### config.mk
export PLATFORM = sky130hd
export DESIGN_NAME = mc_ctrl
export DESIGN_NICKNAME = d
export VERILOG_FILES = /design/src/rtl/mc_ctrl_pkg.sv /design/src/rtl/mc_alu_dec.sv /design/src/rtl/mc_ctrl.sv
export SDC_FILE = /design/constraint.sdc
export NUM_CORES = 1
export LEC_CHECK = 0
export ABC_AREA = 1
export CAP_MARGIN = 20
export CORE_AREA = 3 3 60 62
export CTS_BUF_LIST = sky130_fd_sc_hd__clkbuf_4 sky130_fd_sc_hd__clkbuf_8
export CTS_CLUSTER_SIZE = 25
export DETAILED_ROUTE_END_ITERATION = 16
export DIE_AREA = 0 0 63 65
export GPL_TIMING_DRIVEN = 0
export SETUP_SLACK_MARGIN = 0.4
export SLEW_MARGIN = 25
export SYNTH_ARGS = -nofsm -noshare
export SYNTH_HDL_FRONTEND = slang
export SYNTH_SLANG_ARGS = --single-unit
### constraint.sdc
create_clock -name clk -period 2.38 [get_ports clk]
set_clock_uncertainty 0.1 [all_clocks]
set_input_delay 0.476 -clock clk [delete_from_list [all_inputs] [get_ports clk]]
set_output_delay 0.476 -clock clk [all_outputs]
set_load 0.01 [all_outputs]
### src/rtl/mc_ctrl_pkg.sv
// Shared encodings for the multicycle controller: state codes, instruction
// op/cmd fields, ALU control codes, condition codes, the control-output
// bundle and the condition evaluator used when MC_CTRL_COND_EN is defined.
package mc_ctrl_pkg;

  // FSM state codes. FETCH is 0 so the reset value and the all-zero output
  // image during reset agree.
  localparam logic [3:0] S_FETCH    = 4'd0;
  localparam logic [3:0] S_DECODE   = 4'd1;
  localparam logic [3:0] S_MEMADDR  = 4'd2;
  localparam logic [3:0] S_EXEC_R   = 4'd3;
  localparam logic [3:0] S_EXEC_I   = 4'd4;
  localparam logic [3:0] S_BRANCH   = 4'd5;
  localparam logic [3:0] S_MEMREAD  = 4'd6;
  localparam logic [3:0] S_MEMWRITE = 4'd7;
  localparam logic [3:0] S_ALUWB    = 4'd8;
  localparam logic [3:0] S_MEMWB    = 4'd9;
  localparam logic [3:0] S_FAULT    = 4'd10;

  // Instruction classes.
  localparam logic [1:0] OP_DP  = 2'b00;
  localparam logic [1:0] OP_MEM = 2'b01;
  localparam logic [1:0] OP_BR  = 2'b10;
  localparam logic [1:0] OP_UND = 2'b11;

  // Data-processing commands (funct[4:1]).
  localparam logic [3:0] CMD_AND = 4'b0000;
  localparam logic [3:0] CMD_EOR = 4'b0001;
  localparam logic [3:0] CMD_SUB = 4'b0010;
  localparam logic [3:0] CMD_RSB = 4'b0011;
  localparam logic [3:0] CMD_ADD = 4'b0100;
  localparam logic [3:0] CMD_ADC = 4'b0101;
  localparam logic [3:0] CMD_TST = 4'b1000;
  localparam logic [3:0] CMD_TEQ = 4'b1001;
  localparam logic [3:0] CMD_CMP = 4'b1010;
  localparam logic [3:0] CMD_CMN = 4'b1011;
  localparam logic [3:0] CMD_ORR = 4'b1100;

  // ALU control codes.
  localparam logic [2:0] ALU_ADD = 3'b000;
  localparam logic [2:0] ALU_SUB = 3'b001;
  localparam logic [2:0] ALU_AND = 3'b010;
  localparam logic [2:0] ALU_ORR = 3'b011;
  localparam logic [2:0] ALU_ADC = 3'b100;
  localparam logic [2:0] ALU_RSB = 3'b101;
  localparam logic [2:0] ALU_EOR = 3'b111;

  // Condition codes.
  localparam logic [3:0] CC_EQ = 4'b0000;
  localparam logic [3:0] CC_NE = 4'b0001;
  localparam logic [3:0] CC_CS = 4'b0010;
  localparam logic [3:0] CC_CC = 4'b0011;
  localparam logic [3:0] CC_MI = 4'b0100;
  localparam logic [3:0] CC_PL = 4'b0101;
  localparam logic [3:0] CC_VS = 4'b0110;
  localparam logic [3:0] CC_VC = 4'b0111;
  localparam logic [3:0] CC_HI = 4'b1000;
  localparam logic [3:0] CC_LS = 4'b1001;
  localparam logic [3:0] CC_GE = 4'b1010;
  localparam logic [3:0] CC_LT = 4'b1011;
  localparam logic [3:0] CC_GT = 4'b1100;
  localparam logic [3:0] CC_LE = 4'b1101;
  localparam logic [3:0] CC_AL = 4'b1110;

  // Every control output except alu_control width and state_o.
  typedef struct packed {
    logic       mem_req;
    logic       mem_w;
    logic       adr_src;
    logic       ir_write;
    logic       pc_write;
    logic       reg_w;
    logic       alu_src_a;
    logic [1:0] alu_src_b;
    logic [1:0] result_src;
    logic [2:0] alu_ctl;
    logic [1:0] flag_w;
    logic       fault;
  } ctrl_t;

  // Condition check against NZCV; 1111 never passes.
  function automatic logic cond_pass(input logic [3:0] cond, input logic [3:0] flags);
    logic n, z, c, v;
    n = flags[3];
    z = flags[2];
    c = flags[1];
    v = flags[0];
    case (cond)
      CC_EQ:   cond_pass = z;
      CC_NE:   cond_pass = !z;
      CC_CS:   cond_pass = c;
      CC_CC:   cond_pass = !c;
      CC_MI:   cond_pass = n;
      CC_PL:   cond_pass = !n;
      CC_VS:   cond_pass = v;
      CC_VC:   cond_pass = !v;
      CC_HI:   cond_pass = c & !z;
      CC_LS:   cond_pass = !c | z;
      CC_GE:   cond_pass = (n == v);
      CC_LT:   cond_pass = (n != v);
      CC_GT:   cond_pass = !z & (n == v);
      CC_LE:   cond_pass = z | (n != v);
      CC_AL:   cond_pass = 1'b1;
      default: cond_pass = 1'b0;
    endcase
  endfunction

endpackage

### src/rtl/mc_alu_dec.sv
// Combinational data-processing decode: cmd -> ALU control code, legality,
// "no register write" (compare/test class) and flag-write enables.
module mc_alu_dec
  import mc_ctrl_pkg::*;
(
  input  logic [3:0] cmd,
  input  logic       s_bit,
  output logic [2:0] alu_ctl,
  output logic       legal,
  output logic       no_write,
  output logic [1:0] flag_w
);

  logic s_eff;

  // Map cmd to an ALU operation; unknown commands are flagged illegal.
  always_comb begin
    alu_ctl  = ALU_ADD;
    legal    = 1'b1;
    no_write = 1'b0;
    case (cmd)
      CMD_ADD: alu_ctl = ALU_ADD;
      CMD_SUB: alu_ctl = ALU_SUB;
      CMD_AND: alu_ctl = ALU_AND;
      CMD_ORR: alu_ctl = ALU_ORR;
      CMD_ADC: alu_ctl = ALU_ADC;
      CMD_EOR: alu_ctl = ALU_EOR;
      CMD_RSB: alu_ctl = ALU_RSB;
      CMD_CMP: begin alu_ctl = ALU_SUB; no_write = 1'b1; end
      CMD_TST: begin alu_ctl = ALU_AND; no_write = 1'b1; end
      CMD_CMN: begin alu_ctl = ALU_ADD; no_write = 1'b1; end
      CMD_TEQ: begin alu_ctl = ALU_EOR; no_write = 1'b1; end
      default: legal = 1'b0;
    endcase
  end

  // Compare/test commands exist only for their flags, so they always update
  // flags; C/V are written only by arithmetic operations.
  always_comb begin
    s_eff     = (s_bit | no_write) & legal;
    flag_w[1] = s_eff;
    flag_w[0] = s_eff & (alu_ctl inside {ALU_ADD, ALU_SUB, ALU_ADC, ALU_RSB});
  end

endmodule

### src/rtl/mc_ctrl.sv
// Multicycle processor main controller (Moore FSM with mem_ready-qualified
// fetch strobes), memory wait watchdog and sticky fault state.
// Optional feature macro: MC_CTRL_COND_EN (condition evaluation in DECODE).
//
// Memory handshake: mem_req stays high for the whole access; the access
// completes on the rising edge at which mem_ready is high. mem_ready is
// ignored in every state that does not drive mem_req.
module mc_ctrl
  import mc_ctrl_pkg::*;
#(
  parameter int ALUCTL_W = 3,
  parameter int TIMEOUT  = 15
) (
  input  logic                clk,
  input  logic                reset,
  input  logic [1:0]          op,
  input  logic [5:0]          funct,
  input  logic [3:0]          rd,
  input  logic [3:0]          cond,
  input  logic [3:0]          flags,
  input  logic                mem_ready,
  output logic                mem_req,
  output logic                mem_w,
  output logic                adr_src,
  output logic                ir_write,
  output logic                pc_write,
  output logic                reg_w,
  output logic                alu_src_a,
  output logic [1:0]          alu_src_b,
  output logic [1:0]          result_src,
  output logic [ALUCTL_W-1:0] alu_control,
  output logic [1:0]          flag_w,
  output logic                fault,
  output logic [3:0]          state_o
);

  localparam logic [7:0] WAIT_LAST = 8'(TIMEOUT - 1);

  logic [3:0] state, state_next;
  logic [7:0] wait_cnt, wait_next;
  logic       waiting, timeout_hit;
  logic       cond_ok;
  logic [2:0] dec_alu_ctl;
  logic       dec_legal, dec_no_write;
  logic [1:0] dec_flag_w;
  ctrl_t      ctrl_c, ctrl_o;

`ifdef MC_CTRL_COND_EN
  assign cond_ok = cond_pass(cond, flags);
`else
  logic unused_cond_flags;
  assign unused_cond_flags = ^{cond, flags};
  assign cond_ok = 1'b1;
`endif

  mc_alu_dec u_alu_dec (
    .cmd      (funct[4:1]),
    .s_bit    (funct[0]),
    .alu_ctl  (dec_alu_ctl),
    .legal    (dec_legal),
    .no_write (dec_no_write),
    .flag_w   (dec_flag_w)
  );

  // Watchdog: a memory-facing state is stalled this cycle; the TIMEOUT-th
  // stalled cycle faults unless mem_ready arrives in that same cycle.
  always_comb begin
    waiting     = ((state == S_FETCH) || (state == S_MEMREAD) || (state == S_MEMWRITE))
                  && !mem_ready;
    timeout_hit = waiting && (wait_cnt == WAIT_LAST);
  end

  // Next-state and Moore control outputs.
  always_comb begin
    ctrl_c     = '0;
    state_next = state;
    case (state)
      S_FETCH: begin
        ctrl_c.mem_req    = 1'b1;
        ctrl_c.alu_src_a  = 1'b1;
        ctrl_c.alu_src_b  = 2'b10;
        ctrl_c.result_src = 2'b10;
        ctrl_c.ir_write   = mem_ready;
        ctrl_c.pc_write   = mem_ready;
        if (mem_ready)        state_next = S_DECODE;
        else if (timeout_hit) state_next = S_FAULT;
      end
      S_DECODE: begin
        ctrl_c.alu_src_a = 1'b1;
        ctrl_c.alu_src_b = 2'b10;
        if (!cond_ok) begin
          state_next = S_FETCH;
        end else begin
          case (op)
            OP_MEM:  state_next = S_MEMADDR;
            OP_DP:   state_next = funct[5] ? S_EXEC_I : S_EXEC_R;
            OP_BR:   state_next = S_BRANCH;
            default: state_next = S_FAULT;
          endcase
        end
      end
      S_MEMADDR: begin
        ctrl_c.alu_src_b = 2'b01;
        state_next = funct[0] ? S_MEMREAD : S_MEMWRITE;
      end
      S_EXEC_R, S_EXEC_I: begin
        ctrl_c.alu_src_b = (state == S_EXEC_I) ? 2'b01 : 2'b00;
        if (dec_legal) begin
          ctrl_c.alu_ctl = dec_alu_ctl;
          ctrl_c.flag_w  = dec_flag_w;
          state_next = dec_no_write ? S_FETCH : S_ALUWB;
        end else begin
          state_next = S_FAULT;
        end
      end
      S_ALUWB: begin
        ctrl_c.reg_w      = 1'b1;
        ctrl_c.result_src = 2'b00;
        ctrl_c.pc_write   = (rd == 4'd15);
        state_next = S_FETCH;
      end
      S_BRANCH: begin
        ctrl_c.alu_src_b  = 2'b01;
        ctrl_c.result_src = 2'b10;
        ctrl_c.pc_write   = 1'b1;
        state_next = S_FETCH;
      end
      S_MEMREAD: begin
        ctrl_c.mem_req = 1'b1;
        ctrl_c.adr_src = 1'b1;
        if (mem_ready)        state_next = S_MEMWB;
        else if (timeout_hit) state_next = S_FAULT;
      end
      S_MEMWRITE: begin
        ctrl_c.mem_req = 1'b1;
        ctrl_c.mem_w   = 1'b1;
        ctrl_c.adr_src = 1'b1;
        if (mem_ready)        state_next = S_FETCH;
        else if (timeout_hit) state_next = S_FAULT;
      end
      S_MEMWB: begin
        ctrl_c.reg_w      = 1'b1;
        ctrl_c.result_src = 2'b01;
        ctrl_c.pc_write   = (rd == 4'd15);
        state_next = S_FETCH;
      end
      S_FAULT: begin
        ctrl_c.fault = 1'b1;
      end
      default: begin
        state_next = S_FAULT;
      end
    endcase
  end

  // Wait counter restarts on every state change and only counts stalls.
  always_comb begin
    if (state_next != state) wait_next = '0;
    else if (waiting)        wait_next = wait_cnt + 8'd1;
    else                     wait_next = '0;
  end

  // State and watchdog registers.
  always_ff @(posedge clk or negedge reset) begin
    if (!reset) begin
      state    <= S_FETCH;
      wait_cnt <= '0;
    end else begin
      state    <= state_next;
      wait_cnt <= wait_next;
    end
  end

  // All outputs are forced low the moment reset asserts.
  always_comb begin
    ctrl_o  = reset ? ctrl_c : '0;
    state_o = reset ? state : S_FETCH;
  end

  assign mem_req     = ctrl_o.mem_req;
  assign mem_w       = ctrl_o.mem_w;
  assign adr_src     = ctrl_o.adr_src;
  assign ir_write    = ctrl_o.ir_write;
  assign pc_write    = ctrl_o.pc_write;
  assign reg_w       = ctrl_o.reg_w;
  assign alu_src_a   = ctrl_o.alu_src_a;
  assign alu_src_b   = ctrl_o.alu_src_b;
  assign result_src  = ctrl_o.result_src;
  assign alu_control = ALUCTL_W'(ctrl_o.alu_ctl);
  assign flag_w      = ctrl_o.flag_w;
  assign fault       = ctrl_o.fault;

endmodule

Word level (Yosys, flattened, before mapping). Index checks and enable logic that the tools add are counted.

Flip-flop bits (word level): 12. Word-level logic and storage cells: 87.

Add/subtract/negate cells: 1. Equality and inequality tests: 28. Mux-type cells: 30. Bitwise gates (word level): 3. Reductions and logical operators: 23.

Operators with widths (count): $eq 4x4->1 const B (9); $pmux 4 s8 (1); $mux 4 (7); $eq 4x3->1 const B (6); $pmux 3 s6 (1); $reduce_or 2->1 (9); $mux 17 (1); $eq 4x2->1 const B (4); $mux 8 (2); $pmux 4 s3 (1); $mux 1 (11); $reduce_or 11->1 (1); $mux 5 (2); $add 8x1->8 const B (1); $eq 4x1->1 const B (2); $eq 8x4->1 const B (1); $logic_not 4->1 (2); $eq 3x3->1 const B (2); $pmux 2 s3 (1); $reduce_or 3->1 (2); $ne 4x4->1 (1); $pmux 2 s2 (1); $reduce_bool 4->1 (1); $reduce_or 4->1 (1); other kinds (12) (15).

Longest topological paths before layout.
Depth in word-level cells: 10. Depth in mapped cells: 8. Mapped depth without buffers: 8.

Cells and area by module. Synthesis repeated with hierarchy kept, for this count alone.

Cell total of the unflattened synthesis: 195. Area total of the unflattened synthesis: 1158.6 µm².

By module, submodules not included: mc_ctrl (instances 1, cells each 170, area each 1041.0 µm², sequential area each 300.3 µm²); mc_alu_dec (instances 1, cells each 25, area each 117.6 µm², sequential area each 0.0 µm²).

Worst setup path after synthesis. OpenSTA, ideal clock, no wires.

Path kind: input -> output. Start: input reset. End: output alu_src_b[1]. Data arrival time: 1185 ps. Setup slack: 619 ps. Stages: 4. Path buffers: 2. Cells stage by stage: clkbuf_1 -> nand2_1 -> nor2_1 -> buf_4.

Cells in the longest elaborated chain, start to end: 1.

Ends and longest elaborated chain: from (decl) (RTL line mc_ctrl.sv:15) `input logic reset,`; $mux 17 (RTL line mc_ctrl.sv:176) `ctrl_o = reset ? ctrl_c : '0;`; to (decl) (RTL line mc_ctrl.sv:29) `output logic [1:0] alu_src_b,`.

Every way passes these cells.

Worst setup path after layout.
Start: register state[1]. End: output pc_write.

Cells in the longest elaborated chain, start to end: 4. Elaborated cells on any way between the ends: 7. Classes of those cells: eq/ne: 3; mux: 2; reduce/logical: 2.

Ends and longest elaborated chain: from (decl) (RTL line mc_ctrl.sv:39) `logic [3:0] state, state_next;`; from (signal assigned) (RTL line mc_ctrl.sv:169) `state <= state_next;`; $eq 4x4->1 (RTL line mc_ctrl.sv:77) `case (state)`; $reduce_or 2->1 (no source line); $pmux 1 s3 (*) (RTL line mc_ctrl.sv:77); $mux 17 (*) (RTL line mc_ctrl.sv:176); to (decl) (RTL line mc_ctrl.sv:26) `output logic pc_write,`.

Mark *: on every way between the ends. The rest lies on a longest branch, timed or not.

==> results.py <==
metrics = {
    "status": {
        "status": "finished, final reports clean",
    },
    "die": {
        "die_w_um": 63,
        "placementRows": 20,
        "die_h_um": 65,
        "start_util": 0.335,
        "dieArea_mm2": 0.00410,
        "pin_count": 44,
        "core_mm2": 0.00308,
    },
    "synthesis": {
        "synthDistinctLibCells": 24,
        "synth_area_mm2": 0.00103,
        "netlist_top_cells_area": "dfrtp_1 (29%), nand2_1 (14%), nor2_1 (13%)",
        "synth_top_family_by_area": "simple AND/OR/NAND/NOR gates",
        "synth_mux_area_frac": 0,
        "ys_warn_count": 0,
        "synthSimpleGateAreaFrac": 0.420,
        "yosys-top-cells-count": "nand2_1 (38), nor2_1 (36), inv_1 (22), dfrtp_1 (12), nand3_1 (10)",
        "yosysTopAreaCell": "dfrtp_1",
        "syn_avg_cell_area_um2": 6.32,
        "synth_fa_ha_area_frac": 0.0243,
        "netlist_instances": 163,
        "async_flop_share": 1.00,
        "synthFlopType": "dfrtp_1",
        "synth-edff-count": 0,
        "synth_nets": 188,
        "seq_area_frac_synth": 0.292,
        "netlist.area_leader.share": 0.292,
        "synth-xor-area-share": 0.0425,
        "synth_compound_area_frac": 0.104,
        "synth_most_common_cell": "nand2_1",
        "yosys_register_bits": 12,
    },
    "worst_hold_path": {
        "hold_depth": 1,
        "hp-class": "flop to flop",
        "hp-start": "wait_cnt[0]",
        "holdPathEnd": "wait_cnt[0]",
    },
    "cts": {
        "cts_tree": "built",
        "h-tree-depth": 1,
        "numCtsBuffers": 3,
        "cts.sinks": 12,
        "clk_pin_slew_ps": 70,
        "ctsRootBufferMaster": "clkbuf_4",
        "clock_path_buffers": 2,
        "clock_latency_ps": 280,
    },
    "worst_setup_path": {
        "r2r_cells": 9,
        "crit_type": "flop to output port",
        "critPathTopFamily": "buffers and inverters",
        "cp.arrival_ps": 1480,
        "crit_required_ps": 1800,
        "cp.buffers_inverters": 3,
        "reg2reg_slack_ps": 840,
        "reg2reg_to": "state[1]",
        "start_kind": "flop",
        "critPathMaxFanout": 7,
        "end_kind": "output port",
        "critical-path-max-stage-delay_ps": 380,
        "cp_slowest_cell": "dfrtp_1",
        "worstPathCellList": "buf_6 > nor2_4 > buf_6 > nand2_8 > o21ai_2 > nor2_1 > nor2_1 > buf_2",
        "timing.rr.start": "state[1]",
        "critPathLaunch": "state[1]",
    },
    "global_route": {
        "grt_pass1_vias": 1128,
        "antenna_found_initial": 0,
        "grt_max_degree": 13,
        "grt_pass1_wl_um": 4820,
        "overflow": 0,
        "track_usage": 0.144,
    },
    "drt": {
        "drt_wl_total_um": 2830,
        "drtIter0Drc": 15,
        "post_drt_wl_per_cell_um": 10.8,
        "via_per_inst": 4.53,
        "antenna_left": 0,
        "drc_errors": 0,
        "firstDrtPassIters": 4,
        "vias": 1187,
    },
    "placed_design": {
        "placed_area_mm2": 0.00144,
        "post-place-ws_ps": -845,
        "portBuffers": 35,
        "hpwl_um": 2110,
        "place_congestion": 0.770,
    },
    "pwr": {
        "p_leak_nw": 0.827,
        "seqPwrFrac": 0.213,
        "p_per_area_mw_per_mm2": 854,
        "switching_power_uw": 618,
        "total_power_mw": 1.35,
        "power_frac_comb": 0.694,
        "p_int_uw": 735,
        "clkPwrFrac": 0.093,
        "switching_share": 0.457,
        "vdd_drop_max_mv": 0.412,
    },
    "finish": {
        "regArea_um2": 303,
        "multi_input_area_um2": 681,
        "final_area_mm2": 0.00159,
        "area_growth_pct": 53.9,
        "diodes": 0,
        "drive_gt1_frac": 0.312,
        "fin_nets": 245,
        "fillers": 308,
    },
    "timing": {
        "setup_violations": 0,
        "rsz0062_at_grt": "yes",
        "fmax_mhz": 487,
        "hold_viol": 0,
        "period_share": 0.864,
        "timing.final.ws_setup_ps": 325,
        "tightest_slew_ps": 538,
        "slew_viol_final": 0,
        "slew_headroom": 0.640,
        "period_needed_ps": 2060,
    },
    "flow_run": {
        "cap_violations": 0,
    },
}
-- final cells by class --
type / instances / area share
plain buffers: 4 / 0.0276
clock buffers: 3 / 0.0142
inverters: 23 / 0.0545
multi-input cells: 124 / 0.429
flip-flops and latches: 12 / 0.191
well taps: 44 / 0.0347
repair buffers: 52 / 0.249
-- state kept, by name, summed over array words and instances (netlist names) --
name and count:
wait_cnt 8, state 4
-- cell usage in the layout (no fill, tap or decap), drive strengths merged --
cell / count
clkbuf: 9
nor2: 39
ha: 2
dfrtp: 12
o211ai: 1
o21ai: 9
a21oi: 8
nand4: 1
dlygate4sd2: 9
nor3: 3
o21bai: 1
buf: 32
xnor2: 2
xor2: 3
a211oi: 1
clkdlybuf4s50: 8
inv: 23
nand2: 42
dlygate4sd3: 1
nand3: 12
-- cells by family (layout without fill, tap and decap cells) --
group / count (synthesis) / after routing
AOI/OAI and AO/OA: 20 / 20
xor gates and xnor gates: 5 / 5
adders and majority gates: 2 / 2
buffers and inverters: 27 / 82
DFF: 12 / 12
and+or+nand+nor: 97 / 97
-- routing by layer --
| layer | routed length, um | track usage | share of wire | vias up |
|---|---|---|---|---|
| met5 | 0 | 0 | 0 | - |
| met4 | 51 | 0.0661 | 0.018 | 0 |
| met2 | 1350 | 0.264 | 0.48 | 34 |
| li1 | - | - | - | 624 |
| met1 | 1260 | 0.157 | 0.45 | 523 |
| met3 | 164 | 0.0329 | 0.058 | 6 |
-- power by group through the flow --
| stage | clock network [mW] | registers, mW | logic, mW |
|---|---|---|---|
| 4_1_cts | 0.130 | 0.284 | 0.809 |
| 6_report | 0.126 | 0.288 | 0.939 |
| 3_3_place_gp | 0 | 0.287 | 0.682 |
| 3_5_place_dp | 0 | 0.289 | 0.689 |
| 5_1_grt | 0.142 | 0.292 | 1.03 |
| 2_1_floorplan | 0 | 0.280 | 0.442 |
-- metrics by stage --
| stage | hold slack [ps] | instances | setup TNS [ps] | util |
|---|---|---|---|---|
| 3_5_place_dp | 382 | 242 | -15240 | 0.466 |
| 6_report | 389 | 262 | 0 | 0.515 |
| 5_1_grt | 422 | 262 | 0 | 0.515 |
| 3_3_place_gp | 374 | 242 | -15000 | 0.466 |
| 4_1_cts | 393 | 256 | 0 | 0.502 |
| 2_1_floorplan | 80.4 | 163 | 0 | - |
-- worst max path at each step --
stage / end / cells past startpoint
floorplan: alu_src_b[1] / 4
global placement: alu_src_b[1] / 6
detailed placement: alu_src_b[1] / 6
CTS: alu_src_b[1] / 6
global route: pc_write / 8
finish: pc_write / 8
-- what timing repair did --
item,CTS,global route
pin swaps,2,3
gates cloned,0,1
resized for setup,79,29
hold endpoints to repair,12,0
setup buffers,10,5
hold buffers,1,0
endpoints found under the setup margin,21,16
(Power assumes the default switching activity.)
